==> src/rtl/snake_pkg.sv <==
// snake_pkg: direction/state types and the opposite-direction helper shared by the snake controller
package snake_pkg;

    typedef enum logic [1:0] {
        DIR_YPOS = 2'd0,
        DIR_YNEG = 2'd1,
        DIR_XNEG = 2'd2,
        DIR_XPOS = 2'd3
    } dir_t;

    typedef enum logic [2:0] {
        IDLE  = 3'd0,
        INIT  = 3'd1,
        RUN   = 3'd2,
        PAUSE = 3'd3,
        OVER  = 3'd4
    } state_t;

    // Two directions are opposite when they share an axis but differ in sign
    function automatic logic opposite(dir_t a, dir_t b);
        return (a[1] == b[1]) && (a[0] != b[0]);
    endfunction

endpackage

==> src/rtl/snake_game_ctrl_if.sv <==
// snake_game_ctrl_if: button/engine signals between the game controller and its surroundings
interface snake_game_ctrl_if;
    import snake_pkg::*;

    logic       dir_req_valid;
    dir_t       dir_req;
    logic       start;
    logic       pause;
    logic       collision;
    logic       food_eaten;
    logic       step;
    dir_t       direction;
    logic       engine_reset_n;
    state_t     game_state;
    logic [7:0] score;
    logic [2:0] level;

    modport master (
        input  dir_req_valid, dir_req, start, pause, collision, food_eaten,
        output step, direction, engine_reset_n, game_state, score, level
    );

    modport slave (
        output dir_req_valid, dir_req, start, pause, collision, food_eaten,
        input  step, direction, engine_reset_n, game_state, score, level
    );

endinterface

==> src/rtl/snake_tick_gen.sv <==
// snake_tick_gen: move-rate counter that wraps at period-1 and flags the wrap for one cycle
module snake_tick_gen #(
    parameter int unsigned W = 24
) (
    input  logic         game_clk,
    input  logic         reset_n,
    input  logic         en,
    input  logic         clr,
    input  logic [W-1:0] period,
    output logic         wrap
);
    logic [W-1:0] cnt_q, cnt_d;

    // A shrinking period can leave the count past the new end, so wrap on >= rather than ==
    assign wrap = en && (cnt_q >= period - W'(1));

    // Next count: cleared on init or wrap, advanced when enabled, otherwise held
    always_comb cnt_d = (clr || wrap) ? '0 : en ? cnt_q + W'(1) : cnt_q;

    // Counter register
    always_ff @(posedge game_clk) cnt_q <= !reset_n ? '0 : cnt_d;

endmodule

==> src/rtl/snake_game_ctrl.sv <==
// snake_game_ctrl: game FSM, move strobe timing, direction latch and score/level keeping
module snake_game_ctrl
    import snake_pkg::*;
#(
    parameter int unsigned TICK_BASE      = 12_500_000,
    parameter int unsigned TICK_DEC       = 1_000_000,
    parameter int unsigned MAX_LEVEL      = 7,
    parameter int unsigned FOOD_PER_LEVEL = 4
) (
    input  logic              game_clk,
    input  logic              reset_n,
    snake_game_ctrl_if.master bus
);
    localparam int unsigned CW = $clog2(TICK_BASE + 1);
    localparam int unsigned FW = $clog2(FOOD_PER_LEVEL + 1);

    state_t        state_q, state_d;
    dir_t          dir_q, dir_d, pend_q, pend_d;
    logic          step_q, step_d, ern_q, ern_d;
    logic [7:0]    score_q, score_d;
    logic [2:0]    level_q, level_d;
    logic [FW-1:0] food_q, food_d;
    logic [CW-1:0] period;
    logic          run, tick_en, move;

    assign run     = state_q == RUN;
    assign period  = CW'(TICK_BASE) - CW'(level_q) * CW'(TICK_DEC);
    // Counter freezes on the cycle that leaves RUN so a pause holds the current count
    assign tick_en = run && !bus.collision && !bus.pause;

    snake_tick_gen #(.W(CW)) u_tick (
        .game_clk (game_clk),
        .reset_n  (reset_n),
        .en       (tick_en),
        .clr      (state_q == INIT),
        .period   (period),
        .wrap     (move)
    );

    // Next-state, direction latch and score/level update
    always_comb begin
        state_d = state_q;
        dir_d   = dir_q;
        pend_d  = pend_q;
        score_d = score_q;
        level_d = level_q;
        food_d  = food_q;
        step_d  = move;
        if ((run || state_q == PAUSE) && bus.dir_req_valid && !opposite(bus.dir_req, dir_q))
            pend_d = bus.dir_req;
        if (move)
            dir_d = pend_q;
        if (run && bus.food_eaten && !bus.collision) begin
            score_d = (score_q == 8'hff) ? score_q : score_q + 8'd1;
            if (food_q == FW'(FOOD_PER_LEVEL - 1)) begin
                food_d  = '0;
                level_d = (level_q == 3'(MAX_LEVEL)) ? level_q : level_q + 3'd1;
            end else begin
                food_d = food_q + FW'(1);
            end
        end
        case (state_q)
            IDLE:    state_d = bus.start ? INIT : IDLE;
            INIT: begin
                state_d = RUN;
                dir_d   = DIR_XPOS;
                pend_d  = DIR_XPOS;
                score_d = '0;
                level_d = '0;
                food_d  = '0;
            end
            RUN:     state_d = bus.collision ? OVER : bus.pause ? PAUSE : RUN;
            PAUSE:   state_d = bus.pause ? RUN : PAUSE;
            OVER:    state_d = bus.start ? INIT : OVER;
            default: state_d = IDLE;
        endcase
        ern_d = state_d inside {RUN, PAUSE, OVER};
    end

    // State registers with synchronous active-low reset
    always_ff @(posedge game_clk) begin
        if (!reset_n) begin
            state_q <= IDLE;
            dir_q   <= DIR_XPOS;
            pend_q  <= DIR_XPOS;
            step_q  <= 1'b0;
            ern_q   <= 1'b0;
            score_q <= '0;
            level_q <= '0;
            food_q  <= '0;
        end else begin
            state_q <= state_d;
            dir_q   <= dir_d;
            pend_q  <= pend_d;
            step_q  <= step_d;
            ern_q   <= ern_d;
            score_q <= score_d;
            level_q <= level_d;
            food_q  <= food_d;
        end
    end

    assign bus.step           = step_q;
    assign bus.direction      = dir_q;
    assign bus.engine_reset_n = ern_q;
    assign bus.game_state     = state_q;
    assign bus.score          = score_q;
    assign bus.level          = level_q;

endmodule

==> src/flat_wrapper.sv <==
// flat-port wrapper written by rule: the top's interface ports become plain ports
module snake_game_ctrl_flat import snake_pkg::*;
#(
    parameter int unsigned TICK_BASE      = 12_500_000,
    parameter int unsigned TICK_DEC       = 1_000_000,
    parameter int unsigned MAX_LEVEL      = 7,
    parameter int unsigned FOOD_PER_LEVEL = 4
)
  (game_clk, reset_n, bus_dir_req_valid, bus_dir_req, bus_start, bus_pause, bus_collision, bus_food_eaten, bus_step, bus_direction, bus_engine_reset_n, bus_game_state, bus_score, bus_level);
  snake_game_ctrl_if bus_i ();
  input  logic game_clk;
  input  logic reset_n;
  input wire logic [$bits(bus_i.dir_req_valid)-1:0] bus_dir_req_valid;
  input wire logic [$bits(bus_i.dir_req)-1:0] bus_dir_req;
  input wire logic [$bits(bus_i.start)-1:0] bus_start;
  input wire logic [$bits(bus_i.pause)-1:0] bus_pause;
  input wire logic [$bits(bus_i.collision)-1:0] bus_collision;
  input wire logic [$bits(bus_i.food_eaten)-1:0] bus_food_eaten;
  output wire logic [$bits(bus_i.step)-1:0] bus_step;
  output wire logic [$bits(bus_i.direction)-1:0] bus_direction;
  output wire logic [$bits(bus_i.engine_reset_n)-1:0] bus_engine_reset_n;
  output wire logic [$bits(bus_i.game_state)-1:0] bus_game_state;
  output wire logic [$bits(bus_i.score)-1:0] bus_score;
  output wire logic [$bits(bus_i.level)-1:0] bus_level;
  assign bus_i.dir_req_valid = bus_dir_req_valid;
  assign bus_i.dir_req = bus_dir_req;
  assign bus_i.start = bus_start;
  assign bus_i.pause = bus_pause;
  assign bus_i.collision = bus_collision;
  assign bus_i.food_eaten = bus_food_eaten;
  assign bus_step = bus_i.step;
  assign bus_direction = bus_i.direction;
  assign bus_engine_reset_n = bus_i.engine_reset_n;
  assign bus_game_state = bus_i.game_state;
  assign bus_score = bus_i.score;
  assign bus_level = bus_i.level;
  snake_game_ctrl #(.TICK_BASE(TICK_BASE), .TICK_DEC(TICK_DEC), .MAX_LEVEL(MAX_LEVEL), .FOOD_PER_LEVEL(FOOD_PER_LEVEL)) u_core (.game_clk(game_clk), .reset_n(reset_n), .bus(bus_i));
endmodule
==> config.mk <==
export PLATFORM = sky130hd
export DESIGN_NAME = snake_game_ctrl_flat
export DESIGN_NICKNAME = d
export VERILOG_FILES = /design/src/rtl/snake_pkg.sv /design/src/rtl/snake_game_ctrl_if.sv /design/src/rtl/snake_tick_gen.sv /design/src/rtl/snake_game_ctrl.sv /design/src/flat_wrapper.sv
export SDC_FILE = /design/constraint.sdc
export NUM_CORES = 1
export LEC_CHECK = 0
export ABC_AREA = 1
export CAP_MARGIN = 15
export CELL_PAD_IN_SITES_DETAIL_PLACEMENT = 1
export CELL_PAD_IN_SITES_GLOBAL_PLACEMENT = 2
export CORE_MARGIN = 2
export CORE_UTILIZATION = 34
export CTS_BUF_LIST = sky130_fd_sc_hd__clkbuf_8 sky130_fd_sc_hd__clkbuf_16
export CTS_CLUSTER_DIAMETER = 30
export DETAILED_ROUTE_END_ITERATION = 8
export PLACE_DENSITY = 0.78
export SETUP_SLACK_MARGIN = 0.1
export SLEW_MARGIN = 10
export SYNTH_ARGS = -nofsm -noshare
export SYNTH_HDL_FRONTEND = slang
export SYNTH_SLANG_ARGS = --single-unit
==> constraint.sdc <==
create_clock -name game_clk -period 4.6 [get_ports game_clk]
set_input_delay 0.92 -clock game_clk [delete_from_list [all_inputs] [get_ports game_clk]]
set_output_delay 0.92 -clock game_clk [all_outputs]
set_load 0.02 [all_outputs]
Yosys cells after proc, flatten, opt, wreduce, memory -nomap -nowiden
Index checks and enable logic that the tools add are counted.

Shift operators: 0. $add $sub $neg: 6. Magnitude comparators: 1. Reduce and logical (&&, ||, !) cells: 19. Div/mod/pow operators: 0. Mux-type cells: 7. Bitwise operators: 3. Equal/unequal tests: 12. Multiply operators: 1.

Operator list (count): adder 24 x 1 -> 24 bit, second input constant (1); >= comparator 24 bit (1); subtractor 24 x 1 -> 24 bit, second input constant (1); subtractor 24 x 23 -> 24 bit, first input constant (1); multiplier 3 x 14 -> 17 bit, second input constant (1); == test 3 x 2 -> 1 bit, second input constant (5); one-hot mux 3 bit (5 select lines) (1); == test 3 bit, second input constant (3); two-way mux 3 bit (3); adder 8 x 1 -> 8 bit, second input constant (1); == test 8 bit, second input constant (1); logical AND 1 bit (8); adder 3 x 1 -> 3 bit, second input constant (2); OR reduction 2 bit (2); == test 3 x 1 -> 1 bit, second input constant (1); zero test 1 bit (3); zero test 3 bit (1); two-way mux 1 bit (3); NOT 1 bit (3); AND reduction 3 bit (1); nonzero test 3 bit (1); logical OR 1 bit (2); AND reduction 2 bit (1); == test 1 bit (1); inequality test 1 bit (1).

Memories kept: 0. ROM bits: 0. Latch bits: 0. RAM bits: 0. Flip-flop bits (word level): 47. Logic and storage cells: 58. Bits of input ports: 9. Output and inout port bits: 18.

Depth between registers and ports, before layout
Depth after elaboration: 7. Mapped depth: 22. Depth with buffers taken out: 21.

Hierarchy
From an unflattened synthesis, not the netlist that was laid out.

Cells, all modules: 617. Area, all modules: 4199.0 sq um.

Modules (own cells, without submodules): snake_tick_gen (instances 1, area an instance 2401.1 sq um, seq. area each 480.5 sq um, cells an instance 361); snake_game_ctrl (instances 1, area an instance 1798.0 sq um, seq. area each 460.4 sq um, cells an instance 256).

Least setup slack after synthesis
Ideal clock, no wire load.

Path type: reg2reg. From: reg u_core.level_q[1], in the netlist u_core.bus.level[1]. To: reg u_core.u_tick.cnt_q[16]. Data required time: 4.486 ns. Setup time: 0.114 ns. Stages on the path, launching flop included: 22. Path buffers: 1. Arrival time: 3.580 ns. Period minus slack after synthesis: 3.695 ns. Slack: 0.905 ns. Cells stage by stage: dfxtp_1 > inv_1 > ha_1 > ha_1 > inv_1 > fa_1 > o21ai_0 > xor2_1 > nand2_1 > o21ai_0 > nand2_1 > ha_1 > nand2_1 > nor2_1 > nand2_1 > nor2_1 > nand2_1 > nand3_2 > nand2_4 > nand2_8 > buf_8 > nor2_1.

Word-level cells in the longest chain between the ends: 7.

Ends and longest elaborated chain: start: declaration (RTL line snake_game_ctrl.sv:21) `logic [2:0] level_q, level_d;`; start signal: assignment (RTL line snake_game_ctrl.sv:98) `level_q <= level_d;`; multiplier 3 x 14 -> 17 bit (RTL line snake_game_ctrl.sv:27) `assign period = CW'(TICK_BASE) - CW'(level_q) * CW'(TICK_DEC);`; subtractor 24 x 23 -> 24 bit (RTL line snake_game_ctrl.sv:27); subtractor 24 x 1 -> 24 bit (RTL line snake_tick_gen.sv:15) `assign wrap = en && (cnt_q >= period - W'(1));`; >= comparator 24 bit (RTL line snake_tick_gen.sv:15); logical AND 1 bit (RTL line snake_tick_gen.sv:15); logical OR 1 bit (RTL line snake_tick_gen.sv:18) `always_comb cnt_d = (clr || wrap) ? '0 : en ? cnt_q + W'(1) : cnt_q;`; OR reduction 2 bit (no source line); end signal: assignment (RTL line snake_tick_gen.sv:21) `always_ff @(posedge game_clk) cnt_q <= !reset_n ? '0 : cnt_d;`; end: declaration (RTL line snake_tick_gen.sv:12) `logic [W-1:0] cnt_q, cnt_d;`.

Every way passes these cells. A chain may end at the register's enable or synchronous reset.

Final worst setup path
From: reg u_core.level_q[1], in the netlist u_core.bus.level[1]. To: reg u_core.u_tick.cnt_q[13].

The elaborated chain is that of the path after synthesis.

==> flow_summary.toml <==
[outcome]
status = "finished clean"

[run]
drv_cap = 0

[timing]
clock-skew-final_ns = 0.0148
relSlewSlack_pct = 59.2
worst_pin_slew_ns = 0.611
setup-violations-final = 0
fmax_mhz = 247
whs_ns = 0.453
slew_viol_final = 0
finalHoldViolCount = 0
fin_crit_ns = 4.05
fin_crit_sh_pct = 88.0
fin_tns_setup_ns = 0
rsz0062_at_grt = "no"

[hold_path]
hold_path.class = "register to register"
hold_depth = 2
min-delay-start = "u_core.food_q[2]$_SDFFE_PP0P_"
hold_path_end = "u_core.food_q[2]$_SDFFE_PP0P_"

[synth]
syn_avg_cell_area_sq_um = 7.10
ys_types = 37
synth-main-ff-cell = "dfxtp_1"
synth_area_leader_cell = "dfxtp_1"
synth_area_leaders = "dfxtp_1 27%, nand2_1 15%, ha_1 13%, nor2_1 8.1%, inv_1 5.5%"
syn_inst = 491
yosysWarnings = 0
yosysMostFrequentCell = "nand2_1"
synth_seq_cells = 47
synth_nets = 538
synth_common_cells = "135 x nand2_1, 75 x nor2_1, 51 x inv_1, 47 x dfxtp_1, 35 x ha_1"
synth_top_area_share_pct = 27.0
yosysSeqAreaShare_pct = 27.0
async_reset_ff_share_pct = 0
synth_edf_count = 0
synth_area_sq_mm = 0.00348

[power_and_ir_drop]
seqPwrFrac_pct = 56.9
power.switching_w = 0.000193
internal_power_w = 0.000533
power_density_mw_per_mm2 = 185
power_frac_comb_pct = 7.3
leakagePower_nw = 1.79
pwr-share-clk_pct = 35.8
switching_share_pct = 26.6
vdd_drop_max_uv = 91.2

[global_routing]
grt_max_degree = 25
overflow = 0
grt_pass1_vias = 3124
antenna_found_initial = 0
grt_util_all_layers_pct = 17.1
grt_pass1_wl_microns = 15400

[routing]
routed_via_density = 4.71
drt-total-wl_microns = 9000
antenna_left = 0
drt_pre_antenna_iters = 4
wl_per_cell_microns = 13.8
drt_iter0_markers = 82
drcViolationCount = 0
via_count = 3077

[critical_path]
required_ns = 4.81
path_max_fanout = 24
reg2reg_slack_ns = 0.55
end_kind = "register"
crit_top_cell = "nand2_1"
critical-path-max-stage-delay_ns = 0.56
worstSetupPathType = "register to register"
critPathArrivalTime_ns = 4.26
slowest_stage = "dfxtp_1"
startpoint_type = "register"
crit_chain = "inv_1 > ha_1 > ha_1 > inv_1 > fa_1 > o21ai_0 > xor2_1 > nand2_1 > o21ai_0 > nand2_1 > ha_1 > nand2_1 > nor2_1 > nand2_1 > nor2_1 > nand2_1 > nand3_2 > nand2_4 > nand2_8 > nor2_1"
rr_worst_depth = 20
rr_startpoint = "u_core.bus.level[1]$_SDFFE_PP0P_"
rr_endpoint = "u_core.u_tick.cnt_q[13]$_SDFFE_PP0P_"

[floorplan]
rows = 36
die_h_microns = 105
fp.dieW_microns = 105
io_pins = 27
start_util_pct = 35.3
dieArea_sq_mm = 0.0111
coreArea_sq_mm = 0.00986

[finish]
drive_gt1_share_pct = 5.77
nNetsFinal = 566
regArea_sq_um = 941
antenna_cells = 0
utilization_pct = 39.9
syn2layout_area_growth_pct = 12.9
nFillCells = 1264
multiInputGateArea_sq_mm = 0.00228

[clock_tree]
cts_resized = 0
clock_path_buffers = 2
worstSkewPairLatency_ns = 0.32
cts_hold_buf = 0
cts_setup_buffers = 0
cts_tree = "built"
htreeDepth = 2
clkTransAtPathRegs_ns = 0.10
cts_root_buf = "clkbuf_8"
numCtsBuffers = 5
cts.sinks = 47

[placement]
gp_congestion = 0.797
portBuffers = 26
dp_hpwl_microns = 7090
layer usage:
metal / up-vias / part of all wire [%] / track usage [%]
li1: 1611 / - / -
met1: 1427 / 49 / 22.8
met2: 31 / 47 / 29.6
met3: 8 / 2.8 / 2.41
met4: 0 / 0.83 / 3.43
met5: - / 0 / 0
registers in the layout, summed over array words and instances (netlist names):
name,cells
u_core.bus.game_state,3
u_core.food_q,3
u_core.bus.level,3
u_core.bus.step,1
u_core.bus.direction,2
u_core.pend_q,2
u_core.bus.score,8
u_core.u_tick.cnt_q,24
u_core.bus.engine_reset_n,1
layout by cell type, fill, tap and decap left out, types with 2 or more instances in the layout:
master,netlist,final
clkbuf_8,0,5
nand2_4,4,4
mux2i_1,7,7
xor2_1,19,19
ha_1,35,35
nor2_2,4,4
nand3b_1,6,6
inv_2,3,3
nor3_1,3,3
nand2_1,135,135
xnor2_1,8,8
nor2_8,3,3
o21ai_0,10,10
inv_1,51,53
dfxtp_1,47,47
nand3_1,18,18
fa_1,3,3
clkdlybuf4s50_1,0,26
nand3_2,2,2
a21boi_0,6,6
a21oi_1,24,24
nand4_1,6,6
nor2_4,2,2
nand2_2,4,4
nor2_1,75,75
power by group through the flow:
stage	Sequential [W]	Combinational, W	Clock (W)
finish	0.000413	0.0000532	0.000260
global route	0.000414	0.0000593	0.000292
CTS	0.000414	0.0000550	0.000276
detailed placement	0.000423	0.0000548	0
global placement	0.000423	0.0000544	0
floorplan	0.000426	0.0000345	0
stage by stage:
step	cells	cell area (sq um)	setup WS, ns	total power (W)
CTS	653	3930	0.511	0.000744
global route	653	3930	0.168	0.000766
global placement	645	3850	0.771	0.000477
floorplan	491	3480	0.905	0.000460
detailed placement	645	3850	0.554	0.000478
finish	653	3930	0.551	0.000726
cells by family (layout without fill, tap and decap cells):
family	after synthesis	after routing	synth area share [%]
adders and majority gates	38	38	14.3
and+or+nand+nor	268	268	35.2
AOI/OAI and AO/OA	45	45	7.18
buffers and inverters	59	88	7.54
xor gates and xnor gates	27	27	6.79
muxes	7	7	2.01
DFF	47	47	27.0
worst max-delay path: cells and delay by family (launching register included):
kind            cells  cell delay [ns]
flops               1             0.56
simple gates       11             1.09
fa+ha+maj           4             1.28
buf+inv             2             0.29
compound gates      2             0.41
xor+xnor            1             0.28
worst max-delay path by stage:
stage	from	end	slack, ns	depth (start not counted)
2_1_floorplan	u_core.bus.level[1]$_SDFFE_PP0P_	u_core.u_tick.cnt_q[16]$_SDFFE_PP0P_	0.91	21
3_3_place_gp	u_core.bus.level[0]$_SDFFE_PP0P_	u_core.u_tick.cnt_q[13]$_SDFFE_PP0P_	0.77	20
3_5_place_dp	u_core.bus.level[1]$_SDFFE_PP0P_	u_core.u_tick.cnt_q[13]$_SDFFE_PP0P_	0.55	20
4_1_cts	u_core.bus.level[1]$_SDFFE_PP0P_	u_core.u_tick.cnt_q[13]$_SDFFE_PP0P_	0.51	20
5_1_grt	u_core.bus.level[1]$_SDFFE_PP0P_	u_core.u_tick.cnt_q[9]$_SDFFE_PP0P_	0.17	20
6_report	u_core.bus.level[1]$_SDFFE_PP0P_	u_core.u_tick.cnt_q[13]$_SDFFE_PP0P_	0.55	20
final cells by class:
class	count	area share, %
Clock buffer	5	1.75
Clock inverter	3	0.318
Inverter	54	5.15
Multi-Input combinational cell	385	58.0
Sequential cell	47	23.9
Tap cell	133	4.23
Timing Repair Buffer	26	6.62
Power figures use the tool's default switching activity.
